<file path="src/rtl/rle_stream_fetcher_pkg.sv">
// Shared definitions for the RLE stream fetcher: token layout and FSM states.
package rle_stream_fetcher_pkg;

    localparam int TOKEN_W    = 16;
    localparam int COLOUR_MSB = 15;
    localparam int COLOUR_LSB = 10;
    localparam int LEN_MSB    = 9;
    localparam int COLOUR_W   = COLOUR_MSB - COLOUR_LSB + 1;
    localparam int LEN_W      = LEN_MSB + 1;

    typedef enum logic [2:0] {
        ST_IDLE   = 3'd0,
        ST_START  = 3'd1,
        ST_SETTLE = 3'd2,
        ST_WAIT   = 3'd3,
        ST_PUSH   = 3'd4,
        ST_GAP    = 3'd5
    } fetch_state_e;

    // A zero run length marks the end of the compressed stream.
    function automatic logic tok_is_end(input logic [TOKEN_W-1:0] tok);
        return (tok[LEN_MSB:0] == {LEN_W{1'b0}});
    endfunction

endpackage

</file>
<file path="src/rtl/rle_token_fifo.sv">
// Synchronous token FIFO with flush, occupancy count and free-space outputs.
module rle_token_fifo
    import rle_stream_fetcher_pkg::*;
#(
    parameter int DEPTH = 4
) (
    input  logic                     clk,
    input  logic                     rstn,
    input  logic                     flush_i,
    input  logic                     push_i,
    input  logic [TOKEN_W-1:0]       push_data_i,
    input  logic                     pop_i,
    output logic [TOKEN_W-1:0]       head_o,
    output logic [$clog2(DEPTH):0]   count_o,
    output logic [$clog2(DEPTH):0]   free_o
);

    localparam int PTR_W = $clog2(DEPTH);
    localparam int CNT_W = PTR_W + 1;

    logic [TOKEN_W-1:0] mem_q [DEPTH];
    logic [PTR_W-1:0]   wr_ptr_q, wr_ptr_d;
    logic [PTR_W-1:0]   rd_ptr_q, rd_ptr_d;
    logic [CNT_W-1:0]   count_q, count_d;
    logic               do_push_s, do_pop_s;

    // Qualify push/pop and compute next pointers/count; flush wins over both.
    always_comb begin
        do_pop_s  = pop_i && (count_q != {CNT_W{1'b0}});
        do_push_s = push_i && ((count_q != CNT_W'(DEPTH)) || do_pop_s);
        wr_ptr_d  = wr_ptr_q;
        rd_ptr_d  = rd_ptr_q;
        count_d   = count_q;
        if (flush_i) begin
            wr_ptr_d = {PTR_W{1'b0}};
            rd_ptr_d = {PTR_W{1'b0}};
            count_d  = {CNT_W{1'b0}};
        end else begin
            if (do_push_s) begin
                wr_ptr_d = wr_ptr_q + PTR_W'(1);
            end else begin
                wr_ptr_d = wr_ptr_q;
            end
            if (do_pop_s) begin
                rd_ptr_d = rd_ptr_q + PTR_W'(1);
            end else begin
                rd_ptr_d = rd_ptr_q;
            end
            case ({do_push_s, do_pop_s})
                2'b10:   count_d = count_q + CNT_W'(1);
                2'b01:   count_d = count_q - CNT_W'(1);
                default: count_d = count_q;
            endcase
        end
    end

    // Pointer and occupancy registers.
    always_ff @(posedge clk) begin
        if (!rstn) begin
            wr_ptr_q <= {PTR_W{1'b0}};
            rd_ptr_q <= {PTR_W{1'b0}};
            count_q  <= {CNT_W{1'b0}};
        end else begin
            wr_ptr_q <= wr_ptr_d;
            rd_ptr_q <= rd_ptr_d;
            count_q  <= count_d;
        end
    end

    // Token storage; contents are never observed while the FIFO is empty.
    always_ff @(posedge clk) begin
        if (do_push_s && !flush_i) begin
            mem_q[wr_ptr_q] <= push_data_i;
        end
    end

    assign head_o  = mem_q[rd_ptr_q];
    assign count_o = count_q;
    assign free_o  = CNT_W'(DEPTH) - count_q;

endmodule

</file>
<file path="src/rtl/rle_stream_fetcher.sv">
// Streams 32-bit flash words, splits them into two RLE tokens (upper first)
// and offers them to the pixel generator over valid/ready.
module rle_stream_fetcher
    import rle_stream_fetcher_pkg::*;
#(
    parameter int                   ADDR_BITS  = 16,
    parameter logic [ADDR_BITS-1:0] BASE_ADDR  = 16'h0000,
    parameter int                   FIFO_DEPTH = 4
) (
    input  logic                 clk,
    input  logic                 rstn,
    input  logic                 frame_start_i,
    output logic [ADDR_BITS-1:0] flash_addr_o,
    output logic                 flash_start_o,
    output logic                 flash_continue_o,
    output logic                 flash_stop_o,
    input  logic [31:0]          flash_data_i,
    input  logic                 flash_busy_i,
    output logic                 tok_valid_o,
    input  logic                 tok_ready_i,
    output logic [COLOUR_W-1:0]  tok_colour_o,
    output logic [LEN_W-1:0]     tok_len_o,
    output logic                 eos_o
);

    localparam int CNT_W = $clog2(FIFO_DEPTH) + 1;

    fetch_state_e         state_q, state_d;
    logic [31:0]          word_q, word_d;
    logic                 half_q, half_d;     // 1: lower halfword still to push
    logic                 eos_q, eos_d;
    logic [ADDR_BITS-1:0] addr_q, addr_d;

    logic                 push_s, flush_s, start_s, cont_s, stop_s;
    logic [TOKEN_W-1:0]   push_data_s;
    logic [TOKEN_W-1:0]   head_s;
    logic [CNT_W-1:0]     count_s, free_s;

    rle_token_fifo #(
        .DEPTH (FIFO_DEPTH)
    ) u_fifo (
        .clk         (clk),
        .rstn        (rstn),
        .flush_i     (flush_s),
        .push_i      (push_s),
        .push_data_i (push_data_s),
        .pop_i       (tok_ready_i),
        .head_o      (head_s),
        .count_o     (count_s),
        .free_o      (free_s)
    );

    // Next-state and handshake decode; frame_start overrides every state.
    always_comb begin
        state_d     = state_q;
        word_d      = word_q;
        half_d      = half_q;
        eos_d       = eos_q;
        addr_d      = addr_q;
        push_s      = 1'b0;
        push_data_s = word_q[31:16];
        flush_s     = 1'b0;
        start_s     = 1'b0;
        cont_s      = 1'b0;
        stop_s      = 1'b0;
        if (frame_start_i) begin
            flush_s = 1'b1;
            stop_s  = 1'b1;
            eos_d   = 1'b0;
            word_d  = 32'h0000_0000;
            half_d  = 1'b0;
            addr_d  = BASE_ADDR;
            state_d = ST_START;
        end else begin
            case (state_q)
                ST_IDLE: begin
                    stop_s  = 1'b1;
                    state_d = ST_IDLE;
                end
                ST_START: begin
                    start_s = 1'b1;
                    state_d = ST_SETTLE;
                end
                ST_SETTLE: begin
                    // Controller raises busy one cycle late, so do not look yet.
                    state_d = ST_WAIT;
                end
                ST_WAIT: begin
                    if (!flash_busy_i) begin
                        word_d  = flash_data_i;
                        half_d  = 1'b0;
                        state_d = ST_PUSH;
                    end else begin
                        state_d = ST_WAIT;
                    end
                end
                ST_PUSH: begin
                    push_s      = 1'b1;
                    push_data_s = half_q ? word_q[15:0] : word_q[31:16];
                    if (tok_is_end(push_data_s)) begin
                        eos_d   = 1'b1;
                        half_d  = 1'b0;
                        state_d = ST_IDLE;
                    end else if (half_q) begin
                        half_d  = 1'b0;
                        state_d = ST_GAP;
                    end else begin
                        half_d  = 1'b1;
                        state_d = ST_PUSH;
                    end
                end
                ST_GAP: begin
                    // Room for a whole word guarantees PUSH can never overflow.
                    if (free_s >= CNT_W'(2)) begin
                        cont_s  = 1'b1;
                        state_d = ST_SETTLE;
                    end else begin
                        state_d = ST_GAP;
                    end
                end
                default: begin
                    state_d = ST_IDLE;
                end
            endcase
        end
    end

    // FSM state and datapath registers.
    always_ff @(posedge clk) begin
        if (!rstn) begin
            state_q <= ST_IDLE;
            word_q  <= 32'h0000_0000;
            half_q  <= 1'b0;
            eos_q   <= 1'b0;
            addr_q  <= {ADDR_BITS{1'b0}};
        end else begin
            state_q <= state_d;
            word_q  <= word_d;
            half_q  <= half_d;
            eos_q   <= eos_d;
            addr_q  <= addr_d;
        end
    end

    assign flash_addr_o     = addr_q;
    assign flash_start_o    = start_s;
    assign flash_continue_o = cont_s;
    assign flash_stop_o     = stop_s;
    assign tok_valid_o      = (count_s != {CNT_W{1'b0}});
    assign tok_colour_o     = tok_valid_o ? head_s[COLOUR_MSB:COLOUR_LSB] : {COLOUR_W{1'b0}};
    assign tok_len_o        = tok_valid_o ? head_s[LEN_MSB:0] : {LEN_W{1'b0}};
    assign eos_o            = eos_q;

endmodule

</file>
<file path="config.mk">
export PLATFORM = sky130hd
export DESIGN_NAME = rle_stream_fetcher
export DESIGN_NICKNAME = d
export VERILOG_FILES = /design/src/rtl/rle_stream_fetcher_pkg.sv /design/src/rtl/rle_token_fifo.sv /design/src/rtl/rle_stream_fetcher.sv
export SDC_FILE = /design/constraint.sdc
export NUM_CORES = 1
export LEC_CHECK = 0
export CAP_MARGIN = 5
export CORE_UTILIZATION = 40
export CTS_CLUSTER_DIAMETER = 200
export DETAILED_ROUTE_END_ITERATION = 8
export GPL_TIMING_DRIVEN = 1
export PLACE_DENSITY = 0.71
export SYNTH_ARGS = -nofsm -noshare
export SYNTH_HDL_FRONTEND = slang
export SYNTH_SLANG_ARGS = --single-unit
</file>
<file path="constraint.sdc">
create_clock -name clk -period 2.8 [get_ports clk]
set_clock_uncertainty 0.2 [all_clocks]
set_input_delay 0.42 -clock clk [delete_from_list [all_inputs] [get_ports clk]]
set_output_delay 0.42 -clock clk [all_outputs]
set_load 0.02 [all_outputs]
</file>
# Word level (Yosys, flattened, before mapping)
# Memories as Yosys holds them, arrays and structs flattened. A register that Yosys moved wholly into a read port is not among the register bits.
# Index checks and enable logic that the tools add are counted.
# Widths: inputs -> output; s select.
[word_totals] reg_bits=44 ram_bits=64 in_bits=37 mem_count=1
[mem_list] name="u_fifo.mem_q" words=4 word_bits=16 read_ports=1 rd_ports_with_merged_regs=1 write_ports=1 line="rle_token_fifo.sv:21" text="logic [TOKEN_W-1:0] mem_q [DEPTH];"
[op_classes] n_addsub=5 magnitude_cmp=1 n_eq_ne=9 muxes=30 n_bitwise=2 reduce_logical=15
[op_table] op="$mux 16" count=3
[op_table] op="$mux 1" count=17
[op_table] op="$pmux 3 s5" count=1
[op_table] op="$logic_not 10->1" count=1
[op_table] op="$mux 10" count=1
[op_table] op="$mux 3" count=3
[op_table] op="$eq 3x2->1 const B" count=2
[op_table] op="$eq 3x3->1 const B" count=2
[op_table] op="$mux 6" count=1
[op_table] op="$pmux 3 s2" count=1
[op_table] op="$reduce_and 2->1" count=3
[op_table] op="$add 2x1->2 const B" count=2
[op_table] op="$mux 2" count=2
[op_table] op="$reduce_bool 2->1" count=2
[op_table] op="$reduce_or 2->1" count=2
[op_table] op="$add 3x1->3 const B" count=1
[op_table] op="$eq 3x1->1 const B" count=1
[op_table] op="$ge 3x2->1 const B" count=1
[op_table] op="$logic_and 1x1->1" count=3
[op_table] op="$logic_not 3->1" count=1
[op_table] op="$ne 3x3->1 const B" count=1
[op_table] op="$reduce_bool 3->1" count=1
[op_table] op="$sub 3x1->3 const B" count=1
[op_table] op="$sub 3x3->3 const A" count=1
[op_table] op="other kinds (7)" count=8

# Logic depth before layout (Yosys ltp)
[depth] ltp_word=7 depth_mapped=12 mapped_depth_nobuf=12

# By module
# A second synthesis with hierarchy kept.
[unflattened] hier_cells=387 area_unflattened_um2=4958.5
[modules_own_cells] module="rle_token_fifo" instances=1 cells_per_inst=149 area_each_um2=2970.3
[modules_own_cells] module="rle_stream_fetcher" instances=1 cells_per_inst=238 area_each_um2=1988.2

# Worst setup path before layout
# OpenSTA, ideal clock, no wires.
[synth_timing] path_kind="reg-to-reg" start="reg u_fifo.count_q[0], in the netlist u_fifo.count_o[0]" end="reg u_fifo.count_q[2], in the netlist u_fifo.count_o[2]" setup_ns=0.070 arrival_time_ns=2.298 t_required_ns=2.530 path_slack_ns=0.232 path_stages_with_launch=13 path_buffers=0 synth_period_minus_slack_ns=2.568 path_cell_list="dfxtp_1 -> inv_1 -> ha_1 -> ha_1 -> nand2b_1 -> a211oi_4 -> inv_1 -> ha_1 -> inv_1 -> fa_1 -> xor2_1 -> or3_1 -> a21oi_1"
[synth_between] elab_chain_len=6
[synth_rtl] item="start, declared" line="rle_token_fifo.sv:24" text="logic [CNT_W-1:0] count_q, count_d;"
[synth_rtl] item="start signal, assigned" line="rle_token_fifo.sv:62" text="count_q <= {CNT_W{1'b0}};"
[synth_rtl] item="start signal, assigned" line="rle_token_fifo.sv:66" text="count_q <= count_d;"
[synth_rtl] item="$reduce_bool 3->1" line="rle_token_fifo.sv:29" text="do_pop_s = pop_i && (count_q != {CNT_W{1'b0}});"
[synth_rtl] item="$logic_and 1x1->1" line="rle_token_fifo.sv:29"
[synth_rtl] item="$logic_or 1x1->1" line="rle_token_fifo.sv:30" text="do_push_s = push_i && ((count_q != CNT_W'(DEPTH)) || do_pop_s);"
[synth_rtl] item="$logic_and 1x1->1" line="rle_token_fifo.sv:30"
[synth_rtl] item="$eq 2x1->1 / $eq 2x2->1 (equally long branches)" line="rle_token_fifo.sv:49" text="case ({do_push_s, do_pop_s})"
[synth_rtl] item="$pmux 3 s2 / $reduce_bool 2->1 (equally long branches)"
# Several ways; a longest one is shown, not always the timed one.
# A chain may end at the register's enable or synchronous reset.

# Worst setup path in the final report
[layout_timing] start="reg u_fifo.count_q[0], in the netlist u_fifo.count_o[0]" end="reg u_fifo.count_q[2], in the netlist u_fifo.count_o[2]"
[layout_between] elab_chain_len=6
[layout_rtl] item="$reduce_bool 3->1 (*)" line="rle_token_fifo.sv:29"
[layout_rtl] item="$logic_and 1x1->1 (*)" line="rle_token_fifo.sv:29"
[layout_rtl] item="via u_fifo.do_pop_s" line="rle_token_fifo.sv:25" text="logic do_push_s, do_pop_s;"
[layout_rtl] item="$logic_or 1x1->1" line="rle_token_fifo.sv:30"
[layout_rtl] item="$logic_and 1x1->1" line="rle_token_fifo.sv:30"
[layout_rtl] item="$eq 2x1->1 / $eq 2x2->1 (equally long branches)" line="rle_token_fifo.sv:49"
[layout_rtl] item="$pmux 3 s2 / $reduce_bool 2->1 (equally long branches)"
# The timed path passes the listed nets; every way through them passes the cells marked *.

==> results_dict.tcl <==
set metrics [dict create \
    outcome "finished with violations" \
    violations "design-rule violations" \
    via_per_inst 4.885 \
    slew_viol_final 0 \
    ant_nets 0 \
    detail_route.wl_per_cell_microns 14.72 \
    final-setup-viol-count 0 \
    critPathKind "register to register" \
    clkTransAtPathRegs_ns 0.07 \
    drive_gt1_share_pct 15.92 \
    ir_drop_v 0.0002721 \
    worst_pin_slew_ns 0.5520 \
    layout.nets 488 \
    die-height_microns 111.2 \
    cts_sinks 110 \
    crit_path_frequent_cell "ha_1" \
    ctsResizeCount 17 \
    antenna_found_initial 0 \
    syn_area_sq_um 4773 \
    cp_max_fo 3 \
    grt_pass1_wl_microns 14360 \
    met2_wirelength_microns 4172 \
    synth_ff_type "edfxtp_1" \
    critPathBufInv 3 \
    port_buffers 57 \
    slowest_delay_ns 0.38 \
    dr_wl_met3_microns 290 \
    place_congestion 0.8157 \
    hold_buffers 0 \
    cp.arrival_ns 2.68 \
    synth.yosys.seq_area_share_pct 59.55 \
    initial_core_util_pct 41.45 \
    boundaryPins 74 \
    diodes 0 \
    cts_tree "built" \
    worstSetupStartpointType "register" \
    maxCapViolCount 0 \
    critPathTopFamily "adder cells" \
    cts_setup_buffers 0 \
    min_path_type "register to register" \
    cp_cell_sequence "inv_1 > ha_1 > ha_1 > nand2b_4 > inv_2 > ha_1 > inv_1 > fa_1 > xor2_1 > or3_1 > a21oi_1" \
    required_ns 2.88 \
    wl_microns 8668 \
    drc 6 \
    area_delta_synth_final_pct 20.26 \
    crit_path_end_kind "register" \
    fillers 1033 \
    wl_met1_microns 4080 \
    dp_hpwl_microns 6069 \
    syn_inst 382 \
    slowest_stage "fa_1" \
    synth_warnings 0 \
    grt_pass1_vias 2954 \
    period_minus_slack_ns 2.602 \
    firstDrtPassIters 8 \
    cts_buffers 9 \
    rsz0062_at_grt "no" \
    routed.top_layer "met4" \
    grt_max_degree 34 \
    core_sq_um 11520 \
    leakagePower_nw 2.026 \
    powerDensity_nw_per_um2 530.4 \
    grt_usage_pct 14.98 \
    vias 2877 \
    clk_path_buf_depth 2 \
    async_reset_ff_share_pct 0 \
    dieArea_sq_um 12370 \
    finalPower_mw 3.045 \
    hold_violations 0 \
    tns_ns 0 \
    core.rowCount 39 \
    ys_types 42 \
    finalCritPeriodShare_pct 92.93 \
    drt_iter0_markers 146 \
    die_w_microns 111.2 \
    htreeDepth 3 \
    clockRootBuffer "clkbuf_16" \
    max_slew_margin_pct 63.20 \
    clk-insertion-delay-late_ns 0.34 \
    grt_overflow 0 \
    synth_edf_count 64 \
    synth-seq-cells 110 \
    max_freq_mhz 384.3 \
    syn_area_per_cell_sq_um 12.50 \
]
metrics by stage:
| stage | hold slack (ns) | worst slack (ns) | util (%) | instance area [sq um] | instances |
|---|---|---|---|---|---|
| 2_1_floorplan | 0.2329 | 0.2316 | - | 4830 | 397 |
| 3_3_place_gp | 0.2425 | 0.1430 | 47.34 | 5451 | 573 |
| 3_5_place_dp | 0.2454 | 0.04457 | 47.34 | 5451 | 573 |
| 4_1_cts | 0.2567 | 0.03429 | 49.75 | 5729 | 589 |
| 5_1_grt | 0.2799 | 0.03646 | 49.85 | 5741 | 589 |
| 6_report | 0.2575 | 0.1979 | 49.85 | 5741 | 589 |
worst register-to-register path: stages (launching register included):
cell,delay [ns]
dfxtp_1,0.35
inv_1,0.10
ha_1,0.23
ha_1,0.20
nand2b_4,0.16
inv_2,0.08
ha_1,0.18
inv_1,0.06
fa_1,0.38
xor2_1,0.16
or3_1,0.30
a21oi_1,0.14
cell usage in the layout, fill, tap and decap left out, types with 9 or more instances in the layout:
master,netlist,layout
nand2_1,68,68
nor2_1,13,13
ha_1,9,9
inv_1,13,12
buf_4,16,13
mux2_4,10,10
edfxtp_1,64,64
a21oi_1,38,38
dfxtp_1,46,46
and2_1,20,20
clkdlybuf4s50_1,0,39
conb_1,1,16
mux4_2,16,16
clkbuf_16,0,9
dlygate4sd2_1,0,16
cell families after synthesis:
family | synth area share (%)
adder cells (fa/ha/maj) | 2.779
other | 0.07856
multiplexers | 12.53
flip-flops | 59.55
XOR/XNOR | 0.9176
buffers and inverters | 6.160
AO/OA/AOI/OAI | 5.819
AND/OR/NAND/NOR | 12.16
sequential cells by signal, summed over array words and instances (netlist names), named ones only:
register	flops
half_q	1
u_fifo.rd_ptr_q	2
word_q	32
state_q	3
eos_o	1
u_fifo.mem_q	64
u_fifo.wr_ptr_q	2
u_fifo.count_o	3
metal layers:
| layer | up-vias | global-route usage (%) |
|---|---|---|
| li1 | 1428 | - |
| met1 | 1381 | 18.77 |
| met2 | 61 | 25.37 |
| met3 | 7 | 2.843 |
| met4 | 0 | 6.216 |
| met5 | - | 0 |
cell type report:
| cell class | instances | area [sq um] | share of cell area (%) |
|---|---|---|---|
| Clock buffer | 9 | 225.2 | 3.923 |
| Inverter | 13 | 48.80 | 0.8500 |
| Clock inverter | 7 | 73.82 | 1.286 |
| Sequential cell | 110 | 2843 | 49.52 |
| Tap cell | 143 | 178.9 | 3.117 |
| Timing Repair Buffer | 71 | 665.6 | 11.60 |
| Multi-Input combinational cell | 236 | 1705 | 29.71 |
final timing paths:
path / from / to / slack [ns] / cells past startpoint
worst max-delay path: u_fifo.count_o[0] / u_fifo.count_o[2] / 0.20 / 11
worst min-delay path: word_q[26] / word_q[26] / 0.26 / 2
worst max register to register: u_fifo.count_o[0] / u_fifo.count_o[2] / 0.20 / 11
worst min register to register: word_q[26] / word_q[26] / 0.26 / 2
Yosys cell counts (9+ instances only):
cell type | n | area (sq um)
nand2_1 | 68 | 255.2
edfxtp_1 | 64 | 1922
dfxtp_1 | 46 | 920.9
a21oi_1 | 38 | 190.2
and2_1 | 20 | 125.1
buf_4 | 16 | 120.1
mux4_2 | 16 | 360.4
clkbuf_1 | 15 | 56.30
inv_1 | 13 | 48.80
nor2_1 | 13 | 48.80
mux2_4 | 10 | 150.1
ha_1 | 9 | 112.6
report_power, final:
part	total, mW	internal (mW)	switching (mW)
Sequential	1.70	1.69	0.00421
Clock	1.24	0.632	0.605
Combinational	0.111	0.0581	0.0532
Note: power is estimated with default switching activity, not from simulation.
